File: src/rtl/instr_fetch_ctrl.sv
// Instruction fetch controller: issues one word read per fetch request and feeds the IR.
// Optional next-line prefetch buffer enabled with `define FETCH_PREFETCH_EN.
module instr_fetch_ctrl #(
   parameter int ADDR_W         = 32,
   parameter int DATA_W         = 32,
   parameter int TIMEOUT_CYCLES = 255
) (
   input  logic              clk,
   input  logic              rst_n,
   input  logic              fetch_req,
   input  logic [ADDR_W-1:0] fetch_pc,
   input  logic              flush,
   output logic              mem_req_valid,
   output logic [ADDR_W-1:0] mem_req_addr,
   input  logic              mem_req_ready,
   input  logic              mem_rsp_valid,
   input  logic [DATA_W-1:0] mem_rsp_data,
   output logic [DATA_W-1:0] instr_out,
   output logic [1:0]        ir_control,
   output logic              fetch_done,
   output logic              busy,
   output logic              misalign_err,
   output logic              timeout_err
);
   localparam int CNT_W = $clog2(TIMEOUT_CYCLES + 1);

   typedef enum logic [1:0] {IDLE, REQ, WAIT, DONE} state_t;

   state_t           state;
   logic [CNT_W-1:0] wait_cnt;
   logic             drop_pending;
   logic             hshk;
   logic             rsp_live;

   assign hshk       = mem_req_valid && mem_req_ready;
   // a response arriving while a drop is owed belongs to an abandoned request
   assign rsp_live   = mem_rsp_valid && !drop_pending;
   assign ir_control = rst_n ? {1'b0, fetch_done} : 2'b10;

`ifdef FETCH_PREFETCH_EN
   typedef enum logic [1:0] {PF_NONE, PF_REQ, PF_WAIT} pf_state_t;

   pf_state_t         pf_state;
   logic              pbuf_valid;
   logic [DATA_W-1:0] pbuf_data;
   logic              pf_hit;
   logic              pf_kill;

   // mem_req_addr doubles as the buffer tag while a prefetch is held or in flight
   assign pf_hit  = (fetch_pc == mem_req_addr) && (pbuf_valid || pf_state != PF_NONE);
   assign pf_kill = (pf_state == PF_WAIT && !rsp_live) || (pf_state == PF_REQ && hshk);
`endif

   always_ff @(posedge clk or negedge rst_n) begin
      if (!rst_n) begin
         state         <= IDLE;
         wait_cnt      <= '0;
         drop_pending  <= 1'b0;
         instr_out     <= '0;
         mem_req_valid <= 1'b0;
         mem_req_addr  <= '0;
         fetch_done    <= 1'b0;
         busy          <= 1'b0;
         misalign_err  <= 1'b0;
         timeout_err   <= 1'b0;
`ifdef FETCH_PREFETCH_EN
         pf_state      <= PF_NONE;
         pbuf_valid    <= 1'b0;
         pbuf_data     <= '0;
`endif
      end else begin
         fetch_done   <= 1'b0;
         misalign_err <= 1'b0;
         timeout_err  <= 1'b0;
         if (drop_pending && mem_rsp_valid)
            drop_pending <= 1'b0;
         if (flush) begin
            if ((state == WAIT && !rsp_live) || (state == REQ && hshk))
               drop_pending <= 1'b1;
            state         <= IDLE;
            busy          <= 1'b0;
            mem_req_valid <= 1'b0;
`ifdef FETCH_PREFETCH_EN
            if (state == IDLE && pf_kill)
               drop_pending <= 1'b1;
            pf_state   <= PF_NONE;
            pbuf_valid <= 1'b0;
`endif
         end else begin
            case (state)
               IDLE: begin
`ifdef FETCH_PREFETCH_EN
                  if (pf_state == PF_REQ && hshk) begin
                     pf_state      <= PF_WAIT;
                     mem_req_valid <= 1'b0;
                  end
                  if (pf_state == PF_WAIT && rsp_live) begin
                     pf_state   <= PF_NONE;
                     pbuf_valid <= 1'b1;
                     pbuf_data  <= mem_rsp_data;
                  end
`endif
                  if (fetch_req) begin
                     if (fetch_pc[1:0] != 2'b00)
                        misalign_err <= 1'b1;
`ifdef FETCH_PREFETCH_EN
                     else if (pf_hit) begin
                        // adopt the prefetch as this fetch
                        pf_state   <= PF_NONE;
                        pbuf_valid <= 1'b0;
                        busy       <= 1'b1;
                        wait_cnt   <= '0;
                        if (pbuf_valid || (pf_state == PF_WAIT && rsp_live)) begin
                           instr_out  <= pbuf_valid ? pbuf_data : mem_rsp_data;
                           fetch_done <= 1'b1;
                           state      <= DONE;
                        end else if (pf_state == PF_WAIT || hshk)
                           state <= WAIT;
                        else
                           state <= REQ;
                     end
`endif
                     else begin
`ifdef FETCH_PREFETCH_EN
                        if (pf_kill)
                           drop_pending <= 1'b1;
                        pf_state   <= PF_NONE;
                        pbuf_valid <= 1'b0;
`endif
                        mem_req_addr  <= fetch_pc;
                        mem_req_valid <= 1'b1;
                        busy          <= 1'b1;
                        state         <= REQ;
                     end
                  end
               end
               REQ: begin
                  if (hshk) begin
                     mem_req_valid <= 1'b0;
                     wait_cnt      <= '0;
                     state         <= WAIT;
                  end
               end
               WAIT: begin
                  if (rsp_live) begin
                     instr_out  <= mem_rsp_data;
                     fetch_done <= 1'b1;
                     state      <= DONE;
                  end else if (wait_cnt == CNT_W'(TIMEOUT_CYCLES - 1)) begin
                     timeout_err <= 1'b1;
                     busy        <= 1'b0;
                     state       <= IDLE;
                  end else
                     wait_cnt <= wait_cnt + CNT_W'(1);
               end
               DONE: begin
                  busy  <= 1'b0;
                  state <= IDLE;
`ifdef FETCH_PREFETCH_EN
                  mem_req_addr  <= mem_req_addr + ADDR_W'(4);
                  mem_req_valid <= 1'b1;
                  pf_state      <= PF_REQ;
                  pbuf_valid    <= 1'b0;
`endif
               end
               default: state <= IDLE;
            endcase
         end
      end
   end
endmodule

File: config.mk
export PLATFORM = sky130hd
export DESIGN_NAME = instr_fetch_ctrl
export DESIGN_NICKNAME = d
export VERILOG_FILES = /design/src/rtl/instr_fetch_ctrl.sv
export SDC_FILE = /design/constraint.sdc
export NUM_CORES = 1
export LEC_CHECK = 0
export ABC_AREA = 1
export BUFFER_PORTS_ARGS = -buffer_cell sky130_fd_sc_hd__buf_4
export CORE_ASPECT_RATIO = 0.5
export CORE_MARGIN = 5
export CORE_UTILIZATION = 52
export CTS_CLUSTER_SIZE = 28
export DETAILED_ROUTE_END_ITERATION = 7
export GPL_ROUTABILITY_DRIVEN = 0
export PLACE_DENSITY = 0.85
export SETUP_SLACK_MARGIN = 0.1
export SLEW_MARGIN = 20
export SYNTH_ARGS = -nofsm -noshare
export SYNTH_HDL_FRONTEND = slang
export SYNTH_SLANG_ARGS = --single-unit
export TNS_END_PERCENT = 5
File: constraint.sdc
create_clock -name clk -period 3.75 [get_ports clk]
set_clock_uncertainty 0.1 [all_clocks]
set_input_delay 0.1875 -clock clk [delete_from_list [all_inputs] [get_ports clk]]
set_output_delay 0.1875 -clock clk [all_outputs]
set_load 0.05 [all_outputs]
==> results_dict.tcl, run 1 <==
set metrics [dict create \
    p_leak_nw 2.99 \
    remaining_drc_errors 0 \
    hold_viol_final 0 \
    die_w_um 126 \
    die_h_um 68.0 \
    fin_crit_sh_pct 75.8 \
    synth_commonest_cells "226 x nand2_1, 80 x dfrtp_1, 23 x inv_1" \
    cts_setup_buffers 0 \
    worstMarginPinSlew_ps 946 \
    start_util_pct 53.0 \
    gr-total-overflow 0 \
    finalSetupTns_ps 0 \
    netlist.area_leader.share_pct 57.2 \
    final_cell_area_mm2 0.00553 \
    hpwl_um 6090 \
    async_reset_ff_share_pct 100 \
    h-tree-depth 3 \
    worst_slack_ps 907 \
    route.vias.total 3522 \
    yosysSeqAreaShare_pct 57.2 \
    synth_flop_cell "dfrtp_1" \
    numPortBuffers 140 \
    cts_buffer_depth 2 \
    syn_area_per_cell_um2 8.41 \
    gr-usage-all-layers_pct 26.4 \
    start_kind "flip-flop" \
    dr.first_iter.drc_count 283 \
    synth_area_leader_cell "dfrtp_1" \
    syn_area_mm2 0.00350 \
    grt_max_degree 49 \
    yosys_warnings 0 \
    cp_slowest_cell "nor2_4" \
    grt_pass1_wl_um 17500 \
    antenna_found_initial 0 \
    drtAntennaViolNets 0 \
    slowest_delay_ps 620 \
    cp.arrival_ps 2960 \
    wl_per_cell_um 15.6 \
    cts-buffers-inserted 9 \
    synth_most_common_cell "nand2_1" \
    syn-instance-count 416 \
    synth_enable_flop_cells 0 \
    vias_per_cell 4.92 \
    pin_count 141 \
    post-place-ws_ps 972 \
    rows 21 \
    synth.area.top_cells "dfrtp_1 57%, nand2_1 24%, ha_1 2.5%" \
    maxCapViolations 0 \
    hold_path.class "in -> reg" \
    place_area_mm2 0.00456 \
    cts_resized 0 \
    drt_wl_total_um 11100 \
    area_growth_pct 58.2 \
    fp.dieArea_mm2 0.00857 \
    path_buf_inv 2 \
    status "completed" \
    cp_max_fo 35 \
    design.core.area_mm2 0.00660 \
    cts_tree "yes" \
    worst_setup_path_end_kind "flip-flop" \
    peakVddDrop_mv 0.526 \
    worstPathRequired_ps 3870 \
    clock-sinks 80 \
    crit_type "reg -> reg" \
    rsz0062_at_grt "no" \
    crit_chain "inv_1, ha_1, nand3_2, nor2_4, inv_2, nand2_1, nand2_1" \
    synth.distinct_cells 24 \
    grt_pass1_vias 3610 \
    slew-limit-headroom_pct 36.9 \
    max_freq_mhz 352 \
    period_needed_ps 2840 \
    root_buffer "clkbuf_16" \
    worstSkewPairLatency_ps 340 \
    fillers 336 \
    synth_nets 493 \
    synth_seq_cells 80 \
    cp_top_family "simple AND/OR/NAND/NOR gates" \
    drv_slew 0 \
    cp_common_cell "nand2_1" \
    drive_above_1_share_pct 27.3 \
    p_per_area_mw_per_mm2 873 \
    clk_pin_slew_worst_paths_ps 60 \
    first_pass_iters 7 \
    setup_viol 0 \
    final_nets 695 \
]
routing by layer:
metal	up-vias	GRT usage, %	part of all wire (%)
li1	1675	-	-
met1	1693	28.9	39
met2	119	49.0	53
met3	35	6.39	4.7
met4	0	14.0	3.5
met5	-	0	0
path summary, 6_finish.rpt:
path                            startpoint  depth (start not counted)               end  slack (ps)
worst max-delay path              state[0]                          7      instr_out[1]         910
worst min-delay path             fetch_req                          3      misalign_err          30
min in group asynchronous            rst_n                          2  mem_req_addr[15]         230
worst max register to register    state[0]                          7      instr_out[1]         910
worst min register to register        busy                          2              busy         370
max in group asynchronous            rst_n                          3      instr_out[0]        2370
kinds of logic (layout without fill, tap and decap cells):
group	Yosys count	after routing	synth area share, %
other	0	1	0
buffers and inverters	39	246	5.94
and+or+nand+nor	272	272	31.0
AOI/OAI and AO/OA	18	18	3.29
DFF	80	80	57.2
adders and majority gates	7	7	2.50
cell type report:
type	instances	area [um^2]	share of cell area (%)
Sequential cell	80	2000	36.2
Timing Repair Buffer	206	1710	30.8
Multi-Input combinational cell	297	1290	23.3
Clock buffer	10	239	4.32
Tap cell	92	115	2.08
Clock inverter	6	90.1	1.63
Inverter	24	90.1	1.63
Antenna cell	1	2.50	0.0452
sequential cells by signal, summed over array words and instances, names as in the netlist:
register / count
misalign_err: 1
state: 2
fetch_done: 1
mem_req_addr: 32
mem_req_valid: 1
drop_pending: 1
wait_cnt: 8
instr_out: 32
busy: 1
timeout_err: 1
report_power, final:
part           switching, W  leakage (nW)  internal [W]
Combinational       0.00174          1.80      0.000698
Clock              0.000353         0.159      0.000603
Sequential         0.000230          1.03       0.00120
Total               0.00233          2.99       0.00250
per-stage QoR:
| step | cells | power [W] | util (%) | hold WS (ps) |
|---|---|---|---|---|
| after global placement | 635 | 0.00369 | 69.2 | 66.6 |
| final | 716 | 0.00483 | 83.9 | 28.9 |
| after global routing | 715 | 0.00504 | 83.9 | 32.5 |
| after CTS | 715 | 0.00476 | 83.9 | 19.6 |
| after detailed placement | 635 | 0.00374 | 69.2 | 68.3 |
| after floorplan | 416 | 0.00300 | - | -208 |
worst min-delay path, cell delays in order:
cell and delay [ps]:
buf_4 120, o21ai_0 70, nor3_1 50
cells in the final DEF (no fill, tap or decap), types with 2 or more instances in the layout:
cell type,Yosys,routed
a21oi_1,3,3
buf_4,6,142
bufinv_16,0,2
clkbuf_16,0,9
dfrtp_1,80,80
dlygate4sd3_1,0,64
ha_1,7,7
inv_1,23,23
nand2_1,226,226
nand2_2,2,2
nand3_1,16,16
nand3_2,2,2
nor2_1,19,19
nor2_4,2,2
nor3_1,2,2
o21ai_0,7,7
o21ai_2,4,4
o21bai_1,2,2
repair_timing:
action | CTS | global route
endpoints found under the setup margin | 0 | 0
hold buffers | 64 | 0
hold endpoints to repair | 95 | 0
(Power assumes the default switching activity.)
==> run 2, diff against run 1 <==
--- a/config.mk
+++ b/config.mk
@@ -9,11 +9,11 @@
 export BUFFER_PORTS_ARGS = -buffer_cell sky130_fd_sc_hd__buf_4
 export CORE_ASPECT_RATIO = 0.5
 export CORE_MARGIN = 5
-export CORE_UTILIZATION = 52
+export CORE_UTILIZATION = 44
 export CTS_CLUSTER_SIZE = 28
 export DETAILED_ROUTE_END_ITERATION = 7
 export GPL_ROUTABILITY_DRIVEN = 0
-export PLACE_DENSITY = 0.85
+export PLACE_DENSITY = 0.77
 export SETUP_SLACK_MARGIN = 0.1
 export SLEW_MARGIN = 20
 export SYNTH_ARGS = -nofsm -noshare
==> constraint.sdc (replaced) <==
create_clock -name clk -period 2.3 [get_ports clk]
set_clock_uncertainty 0.1 [all_clocks]
set_input_delay 0.115 -clock clk [delete_from_list [all_inputs] [get_ports clk]]
set_output_delay 0.115 -clock clk [all_outputs]
set_load 0.05 [all_outputs]
==> results_dict.tcl, run 2 (synthesized netlist as in run 1, its figures left out) <==
set metrics [dict create \
    cp_common_cell "inv_1" \
    root_buffer "clkbuf_16" \
    hold-path-endpoint "misalign_err" \
    drive_above_1_share_pct 27.6 \
    maxCapViolations 0 \
    start_kind "flip-flop" \
    mostFrequentLayoutCells "226 x nand2_1, 147 x buf_4, 80 x dfrtp_1" \
    cts-buffers-inserted 9 \
    slew-limit-headroom_pct 65.3 \
    cp.arrival_ps 2070 \
    numPortBuffers 140 \
    slowest_delay_ps 430 \
    fp.dieArea_mm2 0.00994 \
    p_per_area_mw_per_mm2 1370 \
    dr.first_iter.drc_count 217 \
    drtAntennaViolNets 0 \
    first_pass_iters 5 \
    clock-sinks 80 \
    reg_top3 "instr_out (32), mem_req_addr (32), wait_cnt (8)" \
    whs_path_depth 3 \
    worstSkewPairLatency_ps 330 \
    vias_per_cell 4.64 \
    wl_per_cell_um 13.8 \
    clk_pin_slew_worst_paths_ps 60 \
    crit_type "reg -> reg" \
    status "completed" \
    worst_setup_path_end_kind "flip-flop" \
    grt_pass1_wl_um 16600 \
    min_from "fetch_pc[0]" \
    met3_usage_pct 6.27 \
    rrSetupSlack_ps 400 \
    grt_pass1_vias 3474 \
    die_h_um 73.0 \
    top_usage_layer "met2" \
    worstPathRequired_ps 2470 \
    hpwl_um 6350 \
    r2r-start "state[1]" \
    h-tree-depth 3 \
    worstMarginPinSlew_ps 520 \
    drt_wl_total_um 10300 \
    die_w_um 136 \
    p_total_w 0.00765 \
    r2r-end "mem_req_addr[25]" \
    setup_viol 0 \
    gr-total-overflow 0 \
    remaining_drc_errors 0 \
    final_common_cell "nand2_1" \
    cts_setup_buffers 0 \
    pin_count 141 \
    final_nets 702 \
    gr-usage-all-layers_pct 21.5 \
    max_freq_mhz 525 \
    grt_max_degree 42 \
    start_util_pct 44.5 \
    cts_tree "yes" \
    design.core.area_mm2 0.00786 \
    cp_max_fo 30 \
    p_leak_nw 3.01 \
    hold_path.class "in -> reg" \
    period_needed_ps 1900 \
    crit_chain "inv_1, ha_1, inv_1, nor2_1, nand3_1, inv_1, buf_4, nand2_1, nand2_1" \
    cp_slowest_cell "dfrtp_1" \
    area_growth_pct 59.6 \
    rr_worst_depth 9 \
    rsz0062_at_grt "no" \
    drv_slew 0 \
    antenna_found_initial 0 \
    fin_crit_sh_pct 82.8 \
    use_met2_pct 39.3 \
    peakVddDrop_mv 0.638 \
    rows 23 \
    antennaDiodeCount 0 \
    finalSetupTns_ps 0 \
    cts_buffer_depth 2 \
    cts_hold_buffers 66 \
    route.vias.total 3442 \
    cts_resized 0 \
    met1_usage_pct 23.2 \
    hold_viol_final 0 \
]
-- run 2: worst max-delay path by stage --
stage              from               end  slack [ps]  cells after the start
2_1_floorplan  state[0]       wait_cnt[6]         700                     10
3_3_place_gp   state[1]   mem_req_addr[3]         520                      9
3_5_place_dp   state[1]  mem_req_addr[10]         490                      9
4_1_cts        state[1]  mem_req_addr[28]         460                      9
5_1_grt        state[0]       wait_cnt[7]         240                      9
6_report       state[1]  mem_req_addr[25]         400                      9
-- run 2: cell type report --
type	count	area [um^2]
flip-flops and latches	80	2000
fillers	584	2270
clock buffers	11	243
well taps	112	140
inverters	24	90.1
repair buffers	213	1760
multi-input cells	297	1290
clock inverters	5	56.3
-- run 2: power by group --
part	internal, W	switching (W)
Combinational	0.00115	0.00277
Clock	0.000868	0.000549
Sequential	0.00196	0.000349
Total	0.00398	0.00367
-- run 2: metal layers --
layer / up-vias / routed length (um)
met3: 41 / 503
met4: 0 / 430
li1: 1688 / -
met2: 104 / 5500
met1: 1609 / 3830
met5: - / 0
-- run 2: per-stage QoR --
stage	utilization (%)	instance area [um^2]	std cells	hold WS [ps]	worst slack [ps]
detailed placement	58.8	4620	660	198	485
finish	71.1	5580	742	66.0	395
global route	71.1	5580	742	52.3	238
floorplan	-	3500	416	-281	704
CTS	71.1	5580	742	42.6	459
global placement	58.8	4620	660	191	519
-- run 2: critical path, delay by kind of cell (launching register included) --
| kind | cells | cell delay [ps] |
|---|---|---|
| simple gates | 4 | 490 |
| fa+ha+maj | 1 | 170 |
| buf+inv | 4 | 640 |
| flops | 1 | 430 |
==> run 3, diff against run 2 <==
--- a/config.mk
+++ b/config.mk
@@ -9,11 +9,11 @@
 export BUFFER_PORTS_ARGS = -buffer_cell sky130_fd_sc_hd__buf_4
 export CORE_ASPECT_RATIO = 0.5
 export CORE_MARGIN = 5
-export CORE_UTILIZATION = 44
+export CORE_UTILIZATION = 48
 export CTS_CLUSTER_SIZE = 28
 export DETAILED_ROUTE_END_ITERATION = 7
 export GPL_ROUTABILITY_DRIVEN = 0
-export PLACE_DENSITY = 0.77
+export PLACE_DENSITY = 0.79
 export SETUP_SLACK_MARGIN = 0.1
 export SLEW_MARGIN = 20
 export SYNTH_ARGS = -nofsm -noshare
==> constraint.sdc (replaced) <==
create_clock -name clk -period 1.79 [get_ports clk]
set_clock_uncertainty 0.1 [all_clocks]
set_input_delay 0.0895 -clock clk [delete_from_list [all_inputs] [get_ports clk]]
set_output_delay 0.0895 -clock clk [all_outputs]
set_load 0.05 [all_outputs]
==> results_dict.tcl, run 3 (synthesized netlist as in run 1, its figures left out) <==
set metrics [dict create \
    status "complete, but fails checks" \
    violations "negative setup slack" \
    reg_top3 "instr_out (32), mem_req_addr (32), wait_cnt (8)" \
    dr.first_iter.drc_count 344 \
    mostFrequentLayoutCells "221 x nand2_1, 151 x buf_4, 79 x dfrtp_1" \
    worstMarginPinSlew_ps 381 \
    cp_slowest_cell "dfrtp_2" \
    drive_above_1_share_pct 31.3 \
    place_area_mm2 0.00465 \
    rsz0062_at_grt "yes" \
    period_needed_ps 1800 \
    finalSetupTns_ps -7.50 \
    slowest_delay_ps 460 \
    h-tree-depth 3 \
    cts-buffers-inserted 9 \
    fp.dieArea_mm2 0.00920 \
    drt_wl_total_um 12400 \
    crit_chain "buf_6, ha_4, buf_4, inv_2, nor2_1, nand3_1, nand2_1, nand2_1, nand2_1" \
    clock-sinks 80 \
    crit_type "reg -> reg" \
    maxCapViolations 0 \
    cp_max_fo 6 \
    cts_tree "yes" \
    layout.cells.non_filler 735 \
    setup_viol 2 \
    antenna_found_initial 1 \
    clk_pin_slew_worst_paths_ps 60 \
    peakVddDrop_mv 0.949 \
    final_nets 712 \
    gr-total-overflow 0 \
    wl_per_cell_um 16.9 \
    p_total_w 0.0103 \
    route.vias.total 3782 \
    hpwl_um 6640 \
    grt_pass1_wl_um 17800 \
    final_common_cell "nand2_1" \
    rows 22 \
    p_leak_nw 3.07 \
    dp_cells 649 \
    hold_path.class "in -> reg" \
    cp_common_cell "nand2_1" \
    worstPathRequired_ps 1960 \
    pin_count 141 \
    worstSkewPairLatency_ps 340 \
    remaining_drc_errors 0 \
    worst_slack_ps -6.25 \
    slew-limit-headroom_pct 74.6 \
    numPortBuffers 140 \
    path_buf_inv 3 \
    grt_pass1_vias 3785 \
    cts_buffer_depth 2 \
    vias_per_cell 5.15 \
    final_core_util_pct 80.1 \
    worst_setup_path_end_kind "flip-flop" \
    fin_crit_sh_pct 100 \
    area_growth_pct 65.2 \
    cp_top_family "simple AND/OR/NAND/NOR gates" \
    start_util_pct 48.5 \
    hold_viol_final 0 \
    drtAntennaViolNets 0 \
    drv_slew 0 \
    die_h_um 70.4 \
    start_kind "flip-flop" \
    gr-usage-all-layers_pct 24.5 \
    design.core.area_mm2 0.00721 \
    grt_max_degree 33 \
    antennaDiodeCount 0 \
    final_cell_area_mm2 0.00578 \
    die_w_um 131 \
    first_pass_iters 5 \
    p_per_area_mw_per_mm2 1780 \
    max_freq_mhz 557 \
    cp.arrival_ps 1970 \
    root_buffer "clkbuf_16" \
]
run 3: cell types whose count changed in the layout (fill, tap and decap cells not counted), moves of 3 or more:
cell | before | now
buf_4 | 147 | 151
inv_1 | 23 | 18
nand2_2 | 2 | 6
nand2_1 | 226 | 221
nor2_4 | 2 | 6
buf_6 | 0 | 3
nor2_1 | 19 | 16
run 3: repair_timing:
action,in CTS,in global routing
endpoints found under the hold margin,145,0
setup buffers,0,3
pin swaps,0,7
setup endpoints to repair,69,76
hold buffers,66,0
resized for setup,3,34
cloned,0,2
run 3: worst paths after layout:
kind	start	end	slack, ps	cells past startpoint
worst max-delay path	state[1]	state[1]	-6	9
worst max register to register	state[1]	state[1]	-6	9
worst min register to register	instr_out[24]	instr_out[24]	370	2
max in group asynchronous	rst_n	instr_out[31]	1000	3
worst min-delay path	fetch_pc[0]	misalign_err	30	3
min in group asynchronous	rst_n	mem_req_addr[30]	290	3
run 3: worst register-to-register path, cell delays in order, from the launching register on:
cell and delay (ps):
dfrtp_2 460, buf_6 130, ha_4 180, buf_4 150, inv_2 60, nor2_1 200, nand3_1 190, nand2_1 130
nand2_1 60, nand2_1 70
run 3: stage by stage:
step | hold WS [ps] | setup WS [ps]
final | 29.0 | -6.25
after global routing | 37.3 | -71.7
after CTS | 6.28 | 52.0
after detailed placement | 92.0 | 27.1
after global placement | 84.3 | 40.4
after floorplan | -306 | 194
run 3: layout make-up:
cell class	instances	area, um^2
Clock buffer	12	246
Clock inverter	3	42.5
Fill cell	424	1430
Inverter	24	100
Multi-Input combinational cell	298	1390
Sequential cell	80	2000
Tap cell	96	120
Timing Repair Buffer	222	1870
run 3: where the power goes:
part	leakage [nW]	internal, W	switching [W]
Combinational	1.90	0.00164	0.00381
Clock	0.139	0.00111	0.000715
Sequential	1.03	0.00252	0.000489
Total	3.07	0.00527	0.00501
run 3: per-layer routing:
layer | global-route usage (%) | up-vias | part of all wire (%)
met4 | 11.9 | 2 | 5.8
li1 | - | 1715 | -
met3 | 5.88 | 72 | 7.0
met5 | 0 | - | 0.10
met1 | 27.1 | 1808 | 36
met2 | 43.9 | 185 | 51
